[src/rtl/div_unit.sv]
// Multicycle restoring divider for two's-complement operands; truncates toward zero.
// Build option: define DIV_REMAINDER_EN to add the signed data_remainder output.
module div_unit #(
  parameter int WIDTH = 32
) (
  input  logic             clock,
  input  logic             reset,
  input  logic             ctrl_DIV,
  input  logic [WIDTH-1:0] data_operandA,
  input  logic [WIDTH-1:0] data_operandB,
  output logic [WIDTH-1:0] data_result,
  output logic             data_exception,
  output logic             data_resultRDY,
`ifdef DIV_REMAINDER_EN
  output logic [WIDTH-1:0] data_remainder,
`endif
  output logic             data_busy
);

  localparam int CW = $clog2(WIDTH);

  typedef enum logic [1:0] {
    IDLE = 2'd0,
    RUN  = 2'd1,
    DONE = 2'd2
  } state_t;

  state_t           state_q;
  logic [WIDTH-1:0] divisor_q;
  logic [WIDTH-1:0] rem_q;
  logic [WIDTH-1:0] quo_q;
  logic [CW-1:0]    cnt_q;
  logic             sign_quo_q;
  logic             divzero_q;
  logic [WIDTH-1:0] result_q;
  logic             exc_q;
  logic             rdy_q;
  logic             busy_q;
`ifdef DIV_REMAINDER_EN
  logic             sign_rem_q;
  logic [WIDTH-1:0] remainder_q;
  logic [WIDTH-1:0] rem_signed_d;
`endif

  logic [WIDTH-1:0] abs_a_d;
  logic [WIDTH-1:0] abs_b_d;
  logic [WIDTH:0]   shifted_d;
  logic [WIDTH:0]   trial_d;
  logic [WIDTH-1:0] rem_d;
  logic [WIDTH-1:0] quo_d;
  logic [WIDTH-1:0] quo_signed_d;
  logic             last_iter_d;

  // An unsigned WIDTH-bit magnitude holds |-2^(WIDTH-1)| exactly.
  always_comb begin
    abs_a_d = data_operandA[WIDTH-1] ? (~data_operandA + WIDTH'(1)) : data_operandA;
    abs_b_d = data_operandB[WIDTH-1] ? (~data_operandB + WIDTH'(1)) : data_operandB;
  end

  // One restoring step: the borrow bit of the WIDTH+1 bit trial steers rem and the new quotient bit.
  always_comb begin
    shifted_d    = {rem_q, quo_q[WIDTH-1]};
    trial_d      = shifted_d - {1'b0, divisor_q};
    rem_d        = trial_d[WIDTH] ? shifted_d[WIDTH-1:0] : trial_d[WIDTH-1:0];
    quo_d        = {quo_q[WIDTH-2:0], ~trial_d[WIDTH]};
    quo_signed_d = sign_quo_q ? (~quo_q + WIDTH'(1)) : quo_q;
    last_iter_d  = (cnt_q == CW'(WIDTH - 1));
  end

`ifdef DIV_REMAINDER_EN
  always_comb begin
    rem_signed_d = sign_rem_q ? (~rem_q + WIDTH'(1)) : rem_q;
  end
`endif

  always_ff @(posedge clock or posedge reset) begin
    if (reset) begin
      state_q     <= IDLE;
      divisor_q   <= '0;
      rem_q       <= '0;
      quo_q       <= '0;
      cnt_q       <= '0;
      sign_quo_q  <= 1'b0;
      divzero_q   <= 1'b0;
      result_q    <= '0;
      exc_q       <= 1'b0;
      rdy_q       <= 1'b0;
      busy_q      <= 1'b0;
`ifdef DIV_REMAINDER_EN
      sign_rem_q  <= 1'b0;
      remainder_q <= '0;
`endif
    end else begin
      rdy_q <= 1'b0;
      if (ctrl_DIV) begin
        // A start in any state restarts; an aborted operation never reports.
        state_q    <= RUN;
        divisor_q  <= abs_b_d;
        quo_q      <= abs_a_d;
        rem_q      <= '0;
        cnt_q      <= '0;
        sign_quo_q <= data_operandA[WIDTH-1] ^ data_operandB[WIDTH-1];
        divzero_q  <= (data_operandB == '0);
        busy_q     <= 1'b1;
`ifdef DIV_REMAINDER_EN
        sign_rem_q <= data_operandA[WIDTH-1];
`endif
      end else begin
        unique case (state_q)
          IDLE: begin
            busy_q <= 1'b0;
          end
          RUN: begin
            rem_q <= rem_d;
            quo_q <= quo_d;
            cnt_q <= cnt_q + CW'(1);
            if (last_iter_d) begin
              state_q <= DONE;
            end
          end
          DONE: begin
            result_q <= divzero_q ? '0 : quo_signed_d;
            exc_q    <= divzero_q;
            rdy_q    <= 1'b1;
            busy_q   <= 1'b0;
            state_q  <= IDLE;
`ifdef DIV_REMAINDER_EN
            remainder_q <= divzero_q ? '0 : rem_signed_d;
`endif
          end
          default: begin
            state_q <= IDLE;
            busy_q  <= 1'b0;
          end
        endcase
      end
    end
  end

  assign data_result    = result_q;
  assign data_exception = exc_q;
  assign data_resultRDY = rdy_q;
  assign data_busy      = busy_q;
`ifdef DIV_REMAINDER_EN
  assign data_remainder = remainder_q;
`endif

endmodule
[config.mk]
export PLATFORM = sky130hd
export DESIGN_NAME = div_unit
export DESIGN_NICKNAME = d
export VERILOG_FILES = /design/src/rtl/div_unit.sv
export SDC_FILE = /design/constraint.sdc
export NUM_CORES = 1
export LEC_CHECK = 0
export CAP_MARGIN = 20
export CELL_PAD_IN_SITES_DETAIL_PLACEMENT = 1
export CELL_PAD_IN_SITES_GLOBAL_PLACEMENT = 2
export CORE_UTILIZATION = 38
export DETAILED_ROUTE_END_ITERATION = 6
export GPL_TIMING_DRIVEN = 0
export PLACE_DENSITY_LB_ADDON = 0.1
export SKIP_CTS_REPAIR_TIMING = 1
export SKIP_LAST_GASP = 1
export SLEW_MARGIN = 20
export SYNTH_ARGS = -nofsm -noshare
export SYNTH_HDL_FRONTEND = slang
export SYNTH_SLANG_ARGS = --single-unit
[constraint.sdc]
create_clock -name clock -period 6.9 [get_ports clock]
set_input_delay 1.38 -clock clock [delete_from_list [all_inputs] [get_ports clock]]
set_output_delay 1.38 -clock clock [all_outputs]
set_load 0.02 [all_outputs]
# After elaboration in Yosys (flattened, before gate mapping)
# Index checks and enable logic that the tools add are counted.
# totals
mem_count,0
wordCells,51
in_bits,67
latch_bits,0
out_inout_bits,35
ram_bits,0
ff_bits,140
romBits,0
# classes
div,0
n_mux,18
mul,0
bitwise,6
order_cmp,0
n_reduce_logical,5
n_eq_ne,6
shifts,0
add_sub_neg,5
# op_table
operator,count
32-bit 2-to-1 mux,9
32-bit by 1-bit adder with 32-bit output (second input constant),3
32-bit inverter,3
33-bit by 32-bit subtractor with 33-bit output,1
32-bit zero test,1
5-bit 2-to-1 mux,2
5-bit by 1-bit adder with 5-bit output (second input constant),1
5-bit == test (second input constant),1
1-bit 2-to-1 mux,4
2-bit 2-to-1 mux,2
2-bit != test (second input constant),2
2-bit case mux with 2 select lines,1
2-bit AND reduction,2
3-bit != test (second input constant),1
2-bit by 1-bit == test with 1-bit output (second input constant),1
2-bit == test (second input constant),1
2-bit zero test,1
1-bit inverter,2
2-bit nonzero test,1
1-bit XOR,1

# Longest topological paths before layout
# Gate-level depths: netlist of run 1.
# depth
word_depth,4
depth_mapped,15
mapped_depth_nobuf,13

# Worst setup path after synthesis of run 1
# OpenSTA, ideal clock, no wires.
# synth_timing
path_kind,input to register
startpoint,input port data_operandA[1]
endpoint,register quo_q[29]
setup_ps,137
path_buffers,0
arrival_time_ps,3741
required_time_ps,6763
stages,9
slack_ps,3022
cell_sequence,or4_1 > or4_4 > or3_4 > nand2b_4 > or2_4 > nand2b_4 > o31ai_4 > xor2_1 > a21oi_1
# synth_between
elab_chain_cells,4
# synth_lines
item,line_no,source
"start, declared",9,"input logic [WIDTH-1:0] data_operandA,"
32-bit inverter,56,abs_a_d = data_operandA[WIDTH-1] ? (~data_operandA + WIDTH'(1)) : data_operandA;
32-bit by 1-bit adder with 32-bit output,56,
32-bit 2-to-1 mux,56,
32-bit 2-to-1 mux,95,if (ctrl_DIV) begin
"end signal, assigned",99,quo_q <= abs_a_d;
"end signal, assigned",115,quo_q <= quo_d;
"end, declared",31,logic [WIDTH-1:0] quo_q;
# No other way between the ends.
# A chain may end at the register's enable or synchronous reset.

# Worst setup path after layout of run 1
# layout_timing
startpoint,input port data_operandA[0]
endpoint,register quo_q[30]
# The elaborated chain is that of the path after synthesis.

==> metrics.md, run 1 <==
| Metric | Value |
|---|---|
| Clock Power Share | 41.7% |
| CTS Sinks | 140 |
| Clock root buffer | clkbuf_16 |
| Largest net degree at the start of global routing | 100 |
| Fin Hold WS | 0.474 ns |
| Register area | 0.00350 mm2 |
| Nets | 1311 |
| Fin crit period | 4.37 ns |
| Wl on met1 | 12900 um |
| Post-route ant nets | 0 |
| HP Start | data_result[4]$_DFFE_PP0P_ |
| Gr usage total | 23.6% |
| Leak | 4.89 nW |
| Seq/Total Area, Yosys | 37.7% |
| Hold EP | data_result[4]$_DFFE_PP0P_ |
| Post-synth top flop | dfrtp_1 |
| Worst rel slew slack | 39.1% |
| Vias per Instance | 5.32 |
| Post-synth EDFFs | 0 |
| DRC violations left | 0 |
| TritonCTS clock tree | done |
| Synth warnings | 0 |
| Synthesized Nets | 1190 |
| Commonest non-fill, non-tap cells in the layout | dfrtp_1 (140), nand2_1 (126), a21oi_1 (108) |
| Crit path kind | in2reg |
| Period utilization | 63.3% |
| Layout Area Growth over Synthesis | 21.9% |
| Outcome | finished clean |
| Floorplan row count | 56 |
| Placed cells | 1506 |
| Final Hold Fails | 0 |
| Clock buffer depth | 2 |
| ANT cells | 0 |
| Peak supply drop | 0.000152 V |
| Worst reg-to-reg path cell count | 14 |
| Max cap viols | 0 |
| Unrepaired setup endpoints after global routing | no |
| Pwr Density | 199 mW/mm2 |
| Power Total | 2.25 mW |
| Peak Freq | 229 MHz |
| Largest fanout on the critical path | 4 |
| Int Pwr | 1.59 mW |
| Commonest non-fill, non-tap cell in the layout | dfrtp_1 |
| Util after Layout | 47.7% |
| WP data required | 7.17 ns |
| Pre-CTS setup slack | 2.14 ns |
| DR WL/cell | 18.2 um |
| Inserted Clock Buffers | 17 |
| Vias | 8183 |
| Area post-placement | 0.0107 mm2 |
| H-tree depth | 4 |
| Worst reg-to-reg setup slack | 2.63 ns |
| GRT overflow | 0 |
| Routed wire length on met3 | 769 um |
| #FFs+latches synth | 140 |
| Final HPWL DP | 21500 um |
| Final Skew | 0.0158 ns |
| Routability cong. | 0.874 |
| RR Startpoint | quo_q[31]$_DFFE_PP0P_ |
| Area of the multi-input gates | 0.00543 mm2 |
| Syn Std Cell Area | 0.00930 mm2 |
| Worst skew pair latency | 0.43 ns |
| Worst Setup End Kind | flip-flop |
| Share of power burned in registers | 41.0% |
| Ports | 102 |
| Logic gate share of total power | 17.3% |
| Die Width | 158 um |
| Psw | 0.661 mW |
| Fraction of registers with async set/reset | 100% |
| Pre-antenna DRT Iters | 6 |
| Core area | 0.0238 mm2 |
| Non-Filler Instances | 1538 |
| Setup TNS | 0 ns |
| Starting Density | 39.2% |
| Post-Route WL | 28000 um |
| Final Worst Setup Slack | 2.53 ns |
| Critical Path Start Type | input pin |
| # fillers | 2831 |
| Final Max Tran Viols | 0 |
| Vias in the first global route | 8424 |
| First-pass GRT wire length | 45100 um |
| First-iteration detailed-routing DRC count | 356 |
| Die Ht | 158 um |
| Setup Viol. Count Final | 0 |
| Max Used Layer | met4 |
| Final instance area | 0.0113 mm2 |
| Initial antenna violation count | 0 |
| Syn_area_per_cell | 8.57 um2 |
| Die area | 0.0251 mm2 |
| Sw frac | 29.3% |
| Mapped Cells | 1085 |
| Worst-Margin Slew | 0.913 ns |
| Synth cell types | 61 |
| Clock Pin Slew Worst Setup and Hold Paths | 0.06 ns |
| # port buffers | 101 |
| Reg2Reg Capture Point | rem_q[8]$_DFFE_PP0P_ |
| Share of layout cells above drive strength 1 | 4.35% |
| Hold path depth | 2 |
| Met2 Wirelength | 14200 um |
| Critical Path AT | 4.64 ns |
| Min-Delay Path Class | reg2reg |
[cell families (layout without fill, tap and decap cells)]
group	Yosys count	count (layout)	share of synthesized area, %
flops	140	140	37.7
xor+xnor	117	117	11.0
mux	38	38	4.10
buf+inv	99	233	4.00
compound gates	330	330	21.3
fa+ha+maj	38	38	5.19
simple gates	323	323	16.7
[cell usage after synthesis, drive strengths merged, types with 5 or more instances]
| master | n | share of area [%] |
|---|---|---|
| mux2i | 37 | 4.0 |
| or4 | 14 | 1.2 |
| xor2 | 67 | 6.3 |
| nand2b | 14 | 1.1 |
| or3 | 10 | 0.73 |
| a21o | 8 | 0.65 |
| ha | 37 | 5.0 |
| nor2 | 75 | 3.0 |
| o21ai | 115 | 6.2 |
| dfrtp | 140 | 38 |
| xnor2 | 50 | 4.7 |
| buf | 14 | 0.56 |
| o41ai | 13 | 1.3 |
| a211oi | 12 | 0.97 |
| or2 | 11 | 0.77 |
| o21a | 6 | 0.48 |
| and3 | 16 | 1.1 |
| a22o | 5 | 0.47 |
| nor2b | 14 | 0.94 |
| and2 | 6 | 0.40 |
| a21oi | 108 | 5.8 |
| nor4 | 5 | 0.34 |
| nor3 | 12 | 0.77 |
| clkbuf | 40 | 1.6 |
| nand2 | 126 | 5.1 |
| inv | 45 | 1.8 |
| nand3 | 12 | 0.65 |
| o31ai | 33 | 2.8 |
[power by group through the flow]
stage	clock (mW)	sequential [mW]	combinational [mW]
after floorplan	0	0.920	0.262
after global placement	0	0.935	0.382
after detailed placement	0	0.938	0.393
after CTS	0.957	0.923	0.396
after global routing	0.991	0.932	0.440
final	0.939	0.924	0.390
[critical path, cell delays in order]
cell,delay (ns)
clkdlybuf4s50_1,0.44
inv_1,0.11
ha_1,0.15
or3b_1,0.39
or4_1,0.51
or3_1,0.44
nand2b_1,0.22
o21ai_1,0.34
o21ai_1,0.19
a21oi_1,0.20
xor2_1,0.17
a21oi_1,0.09
[final cells by class]
cell class                 count  area share (%)
multi-input combinational    846            47.8
sequential                   140            30.9
timing repair buffer         102            9.16
clock buffer                  20            4.03
tap                          319            3.52
buffer                        54            1.79
inverter                      45            1.56
clock inverter                12            1.21
[metal layers]
layer | up-vias | track usage (%)
met5 | - | 0
met4 | 0 | 5.45
met3 | 13 | 2.59
met2 | 126 | 43.2
met1 | 3972 | 29.3
li1 | 4072 | -
[registers in the layout, indices dropped and copies added, names as in the netlist]
signal	count
sign_quo_q	1
quo_q	32
divisor_q	32
state_q	2
data_exception	1
data_resultRDY	1
divzero_q	1
data_result	32
rem_q	32
cnt_q	5
data_busy	1
[worst max-delay path by stage]
stage,slack [ns],from,end
5_1_grt,2.39,quo_q[31]$_DFFE_PP0P_,rem_q[8]$_DFFE_PP0P_
2_1_floorplan,1.77,reset,cnt_q[0]$_DFFE_PP0P_
3_3_place_gp,-0.52,reset,rem_q[24]$_DFFE_PP0P_
3_5_place_dp,2.14,data_operandA[0],quo_q[30]$_DFFE_PP0P_
6_report,2.53,data_operandA[0],quo_q[30]$_DFFE_PP0P_
4_1_cts,2.57,data_operandA[0],quo_q[30]$_DFFE_PP0P_
(Power assumes the default switching activity.)
==> run 2, diff against run 1 <==
- CORE_UTILIZATION: 38 -> 32
- clock period: 6.9 -> 3.54 ns (I/O delays scaled with it)
==> metrics.md, run 2 (synthesis gave the netlist of run 1 again) <==
| Metric | Value |
|---|---|
| Period utilization | 98.4% |
| Clock root buffer | clkbuf_16 |
| Worst rel slew slack | 39.6% |
| Sw frac | 30.1% |
| Power Total | 4.41 mW |
| Crit path kind | in2reg |
| Clock Power Share | 41.6% |
| Final Hold Fails | 0 |
| Starting Density | 32.5% |
| First-iteration detailed-routing DRC count | 303 |
| Area post-placement | 0.0109 mm2 |
| Ports | 102 |
| Vias in the first global route | 8778 |
| Die area | 0.0298 mm2 |
| Inserted Clock Buffers | 17 |
| Share of power burned in registers | 40.8% |
| Die Width | 172 um |
| CP delay by family, top | simple AND/OR/NAND/NOR gates |
| Pwr Density | 379 mW/mm2 |
| Setup TNS | 0 ns |
| WP data required | 3.82 ns |
| Nets | 1320 |
| Fin Hold WS | 0.476 ns |
| Post-route ant nets | 0 |
| # port buffers | 101 |
| Routability cong. | 0.826 |
| CP Cell Sequence | clkdlybuf4s50_1 -> or4_4 -> nor3_4 -> nand3_2 -> or3_4 -> or2_4 -> or4_4 -> o21ai_2 -> xor2_1 -> a21oi_1 |
| ANT cells | 0 |
| Vias per Instance | 5.07 |
| Post-Route WL | 29000 um |
| Slowest stage delay, CP | 0.53 ns |
| Psw | 1.33 mW |
| Critical Path Start Type | input pin |
| Vias | 8165 |
| Int Pwr | 3.08 mW |
| Initial antenna violation count | 0 |
| First-pass GRT wire length | 47500 um |
| Min-Delay Path Class | reg2reg |
| Setup Viol. Count Final | 0 |
| Bufs and invs on worst path | 1 |
| Worst Setup End Kind | flip-flop |
| H-tree depth | 4 |
| Core area | 0.0286 mm2 |
| Logic gate share of total power | 17.7% |
| Critical Path AT | 3.76 ns |
| Leak | 5.00 nW |
| TritonCTS clock tree | done |
| Final HPWL DP | 23000 um |
| CTS Sinks | 140 |
| Commonest non-fill, non-tap cells in the layout | dfrtp_1 (140), nand2_1 (126), a21oi_1 (104) |
| DR WL/cell | 18.0 um |
| Final Max Tran Viols | 0 |
| Max cap viols | 0 |
| Fin crit period | 3.48 ns |
| Largest net degree at the start of global routing | 33 |
| Peak supply drop | 0.000288 V |
| Share of layout cells above drive strength 1 | 7.25% |
| Layout Area Growth over Synthesis | 25.2% |
| Unrepaired setup endpoints after global routing | yes |
| CP max stage cell | or4_4 |
| Commonest non-fill, non-tap cell in the layout | dfrtp_1 |
| GRT overflow | 0 |
| Clock Pin Slew Worst Setup and Hold Paths | 0.07 ns |
| Largest fanout on the critical path | 4 |
| Peak Freq | 287 MHz |
| DRC violations left | 0 |
| Worst-Margin Slew | 0.907 ns |
| Final Skew | 0.0140 ns |
| Outcome | finished clean |
| Gr usage total | 20.9% |
| Die Ht | 172 um |
| Floorplan row count | 62 |
| Pre-antenna DRT Iters | 4 |
| Crit-path most repeated cell | or4_4 |
| Worst skew pair latency | 0.42 ns |
| Clock buffer depth | 2 |
| Final instance area | 0.0116 mm2 |
run 2: path summary, 6_finish.rpt:
check	start	to	slack [ns]	cells past startpoint
setup / recovery	data_operandB[6]	divisor_q[29]$_DFFE_PP0P_	0.06	10
hold / removal	data_result[31]$_DFFE_PP0P_	data_result[31]$_DFFE_PP0P_	0.48	2
setup reg to reg	quo_q[31]$_DFFE_PP0P_	rem_q[8]$_DFFE_PP0P_	0.16	15
hold reg to reg	data_result[31]$_DFFE_PP0P_	data_result[31]$_DFFE_PP0P_	0.48	2
max in group asynchronous	reset	cnt_q[0]$_DFFE_PP0P_	2.03	4
min in group asynchronous	reset	data_result[4]$_DFFE_PP0P_	0.71	2
run 2: per-layer routing:
layer  track usage, %  vias up  wire length (um)
met5                0        -                 0
met4             4.96        0               367
met3             2.29       20               668
met2             37.7      113             14400
met1             26.4     3935             13500
li1                 -     4097                 -
run 2: power by group through the flow:
| stage | logic (mW) | clock network [mW] | registers (mW) |
|---|---|---|---|
| after floorplan | 0.511 | 0 | 1.79 |
| after global placement | 0.759 | 0 | 1.83 |
| after detailed placement | 0.780 | 0 | 1.83 |
| after CTS | 0.784 | 1.88 | 1.80 |
| after global routing | 0.886 | 1.93 | 1.82 |
| final | 0.779 | 1.83 | 1.80 |
run 2: cell type report:
type	count	area [um2]
inverter	45	173
clock buffer	18	429
timing repair buffer	111	1150
fill	3357	17000
clock inverter	14	159
sequential	140	3500
multi-input combinational	846	5530
buffer	54	223
tap	384	480
run 2: through the flow:
step	utilization [%]	worst slack, ns	std cells
6_report	40.7	0.0568	1612
5_1_grt	40.7	-0.0172	1612
4_1_cts	40.1	-0.838	1606
3_5_place_dp	38.0	-0.816	1574
3_3_place_gp	37.7	-0.780	1570
2_1_floorplan	-	0.334	1085
run 2: worst min-delay path, stage by stage, from the launching register on:
cell     delay [ns]
dfrtp_1        0.34
nand2_1        0.05
o31ai_1        0.05
==> run 3, diff against run 2 <==
- CORE_UTILIZATION: 32 -> 35
- CTS_CLUSTER_SIZE: default -> 28
- RECOVER_POWER: default -> 50
- clock period: 3.54 -> 3.9 ns (I/O delays scaled with it)
==> metrics.md, run 3 (synthesis gave the netlist of run 1 again) <==
| Metric | Value |
|---|---|
| Max cap viols | 1 |
| Area post-placement | 0.0108 mm2 |
| Crit path kind | in2reg |
| Worst setup path start | data_operandA[0] |
| Largest net degree at the start of global routing | 35 |
| Largest fanout on the critical path | 4 |
| Final Max Tran Viols | 35 |
| Ports | 102 |
| Setup TNS | 0 ns |
| Starting Density | 35.7% |
| First-iteration detailed-routing DRC count | 416 |
| Clock root buffer | clkbuf_16 |
| Peak Freq | 269 MHz |
| Crit-path most repeated cell | a21oi_1 |
| Min-Delay Path Class | reg2reg |
| Critical Path AT | 4.00 ns |
| Final HPWL DP | 22600 um |
| Post-route ant nets | 0 |
| Post-Route WL | 28800 um |
| # port buffers | 101 |
| Final Skew | 0.0110 ns |
| Slowest stage delay, CP | 0.53 ns |
| Core area | 0.0261 mm2 |
| Gr usage total | 22.3% |
| CP delay by family, top | simple AND/OR/NAND/NOR gates |
| Pwr Density | 353 mW/mm2 |
| Final Hold Fails | 0 |
| Failing checks | capacitance limit, slew limit |
| ANT cells | 0 |
| Worst Setup End Kind | flip-flop |
| Share of layout cells above drive strength 1 | 5.07% |
| # fillers | 3098 |
| Clock Pin Slew Worst Setup and Hold Paths | 0.06 ns |
| Leak | 4.93 nW |
| Final instance area | 0.0114 mm2 |
| CP Cell Sequence | clkdlybuf4s50_1 -> inv_1 -> ha_1 -> or3b_1 -> or4_1 -> or3_1 -> nand2b_1 -> o21ai_2 -> o21ai_1 -> a21oi_1 -> xor2_1 -> a21oi_1 |
| Period utilization | 95.1% |
| Peak supply drop | 0.000310 V |
| Die Ht | 165 um |
| Floorplan row count | 59 |
| Vias in the first global route | 8586 |
| Inserted Clock Buffers | 17 |
| Die area | 0.0272 mm2 |
| Placed cells | 1525 |
| H-tree depth | 4 |
| First-pass GRT wire length | 46500 um |
| Worst-Margin Slew | 1.81 ns |
| Routability cong. | 0.836 |
| Vias | 8249 |
| Unrepaired setup endpoints after global routing | no |
| HP Start | data_result[0]$_DFFE_PP0P_ |
| Layout Area Growth over Synthesis | 22.5% |
| Critical Path Start Type | input pin |
| Die Width | 165 um |
| CP max stage cell | or4_1 |
| Nets | 1314 |
| Worst rel slew slack | -20.9% |
| Fin crit period | 3.71 ns |
| Pre-antenna DRT Iters | 4 |
| CTS Sinks | 140 |
| Power Total | 4.02 mW |
| Setup Viol. Count Final | 0 |
| Vias per Instance | 5.30 |
| GRT overflow | 0 |
| Clock buffer depth | 2 |
| TritonCTS clock tree | done |
| Outcome | finished, violations left |
| Util after Layout | 43.7% |
| Commonest non-fill, non-tap cells in the layout | dfrtp_1 (140), nand2_1 (126), a21oi_1 (108) |
| WP data required | 4.19 ns |
| Worst skew pair latency | 0.43 ns |
| Commonest non-fill, non-tap cell in the layout | dfrtp_1 |
| RR Startpoint | quo_q[31]$_DFFE_PP0P_ |
| DR WL/cell | 18.5 um |
| DRC violations left | 0 |
| Non-Filler Instances | 1557 |
| Bufs and invs on worst path | 2 |
| Initial antenna violation count | 0 |
==> run 3: cell count changes in the layout (fill, tap and decap cells not counted), sizes merged <==
cell           delta
dlymetal6s2s      -4
clkdlybuf4s50     -4
dlygate4sd3       +8
clkbuf            +8
buf              -14
clkinv            +1
clkinvlp          -1
==> run 3: routing by layer <==
metal | routed length [um] | vias to the layer above | global-route usage (%)
li1 | - | 4080 | -
met1 | 13400 | 4023 | 28.6
met2 | 14400 | 127 | 39.1
met3 | 752 | 19 | 3.14
met4 | 344 | 0 | 5.67
met5 | 0 | - | 0
==> run 3: layout make-up <==
class / instances / area [um2] / area share, %
plain buffers: 54 / 216 / 1.90
clock inverters: 14 / 160 / 1.41
inverters: 45 / 170 / 1.49
flip-flops and latches: 140 / 3500 / 30.8
well taps: 335 / 419 / 3.68
repair buffers: 105 / 1050 / 9.18
multi-input cells: 846 / 5440 / 47.7
clock buffers: 18 / 439 / 3.86
==> run 3: metrics by stage <==
stage,hold WS (ns),setup WS [ns]
final,0.470,0.189
after global routing,0.490,0.00720
after global placement,0.461,-0.400
after floorplan,0.487,0.622
after CTS,0.484,-0.436
after detailed placement,0.469,-0.425
==> run 3: worst paths after layout <==
kind / end / slack (ns) / cells after the start
setup / recovery: quo_q[28]$_DFFE_PP0P_ / 0.19 / 12
hold / removal: data_result[0]$_DFFE_PP0P_ / 0.47 / 2
max in group asynchronous: rem_q[21]$_DFFE_PP0P_ / 0.60 / 4
min in group asynchronous: data_result[3]$_DFFE_PP0P_ / 1.04 / 2
setup reg to reg: rem_q[8]$_DFFE_PP0P_ / 0.28 / 14
hold reg to reg: data_result[0]$_DFFE_PP0P_ / 0.47 / 2
==> run 3: worst min-delay path: stages (launching register included) <==
cell and delay (ns):
dfrtp_1 0.33, nand2_1 0.05, o31ai_1 0.05
==> run 3: power breakdown <==
group          internal (mW)  total (mW)  leakage (nW)  switching, mW
Combinational          0.297       0.689          2.86          0.392
Clock                  0.973        1.70         0.281          0.725
Sequential              1.54        1.63          1.79         0.0975
Total                   2.81        4.02          4.93           1.21
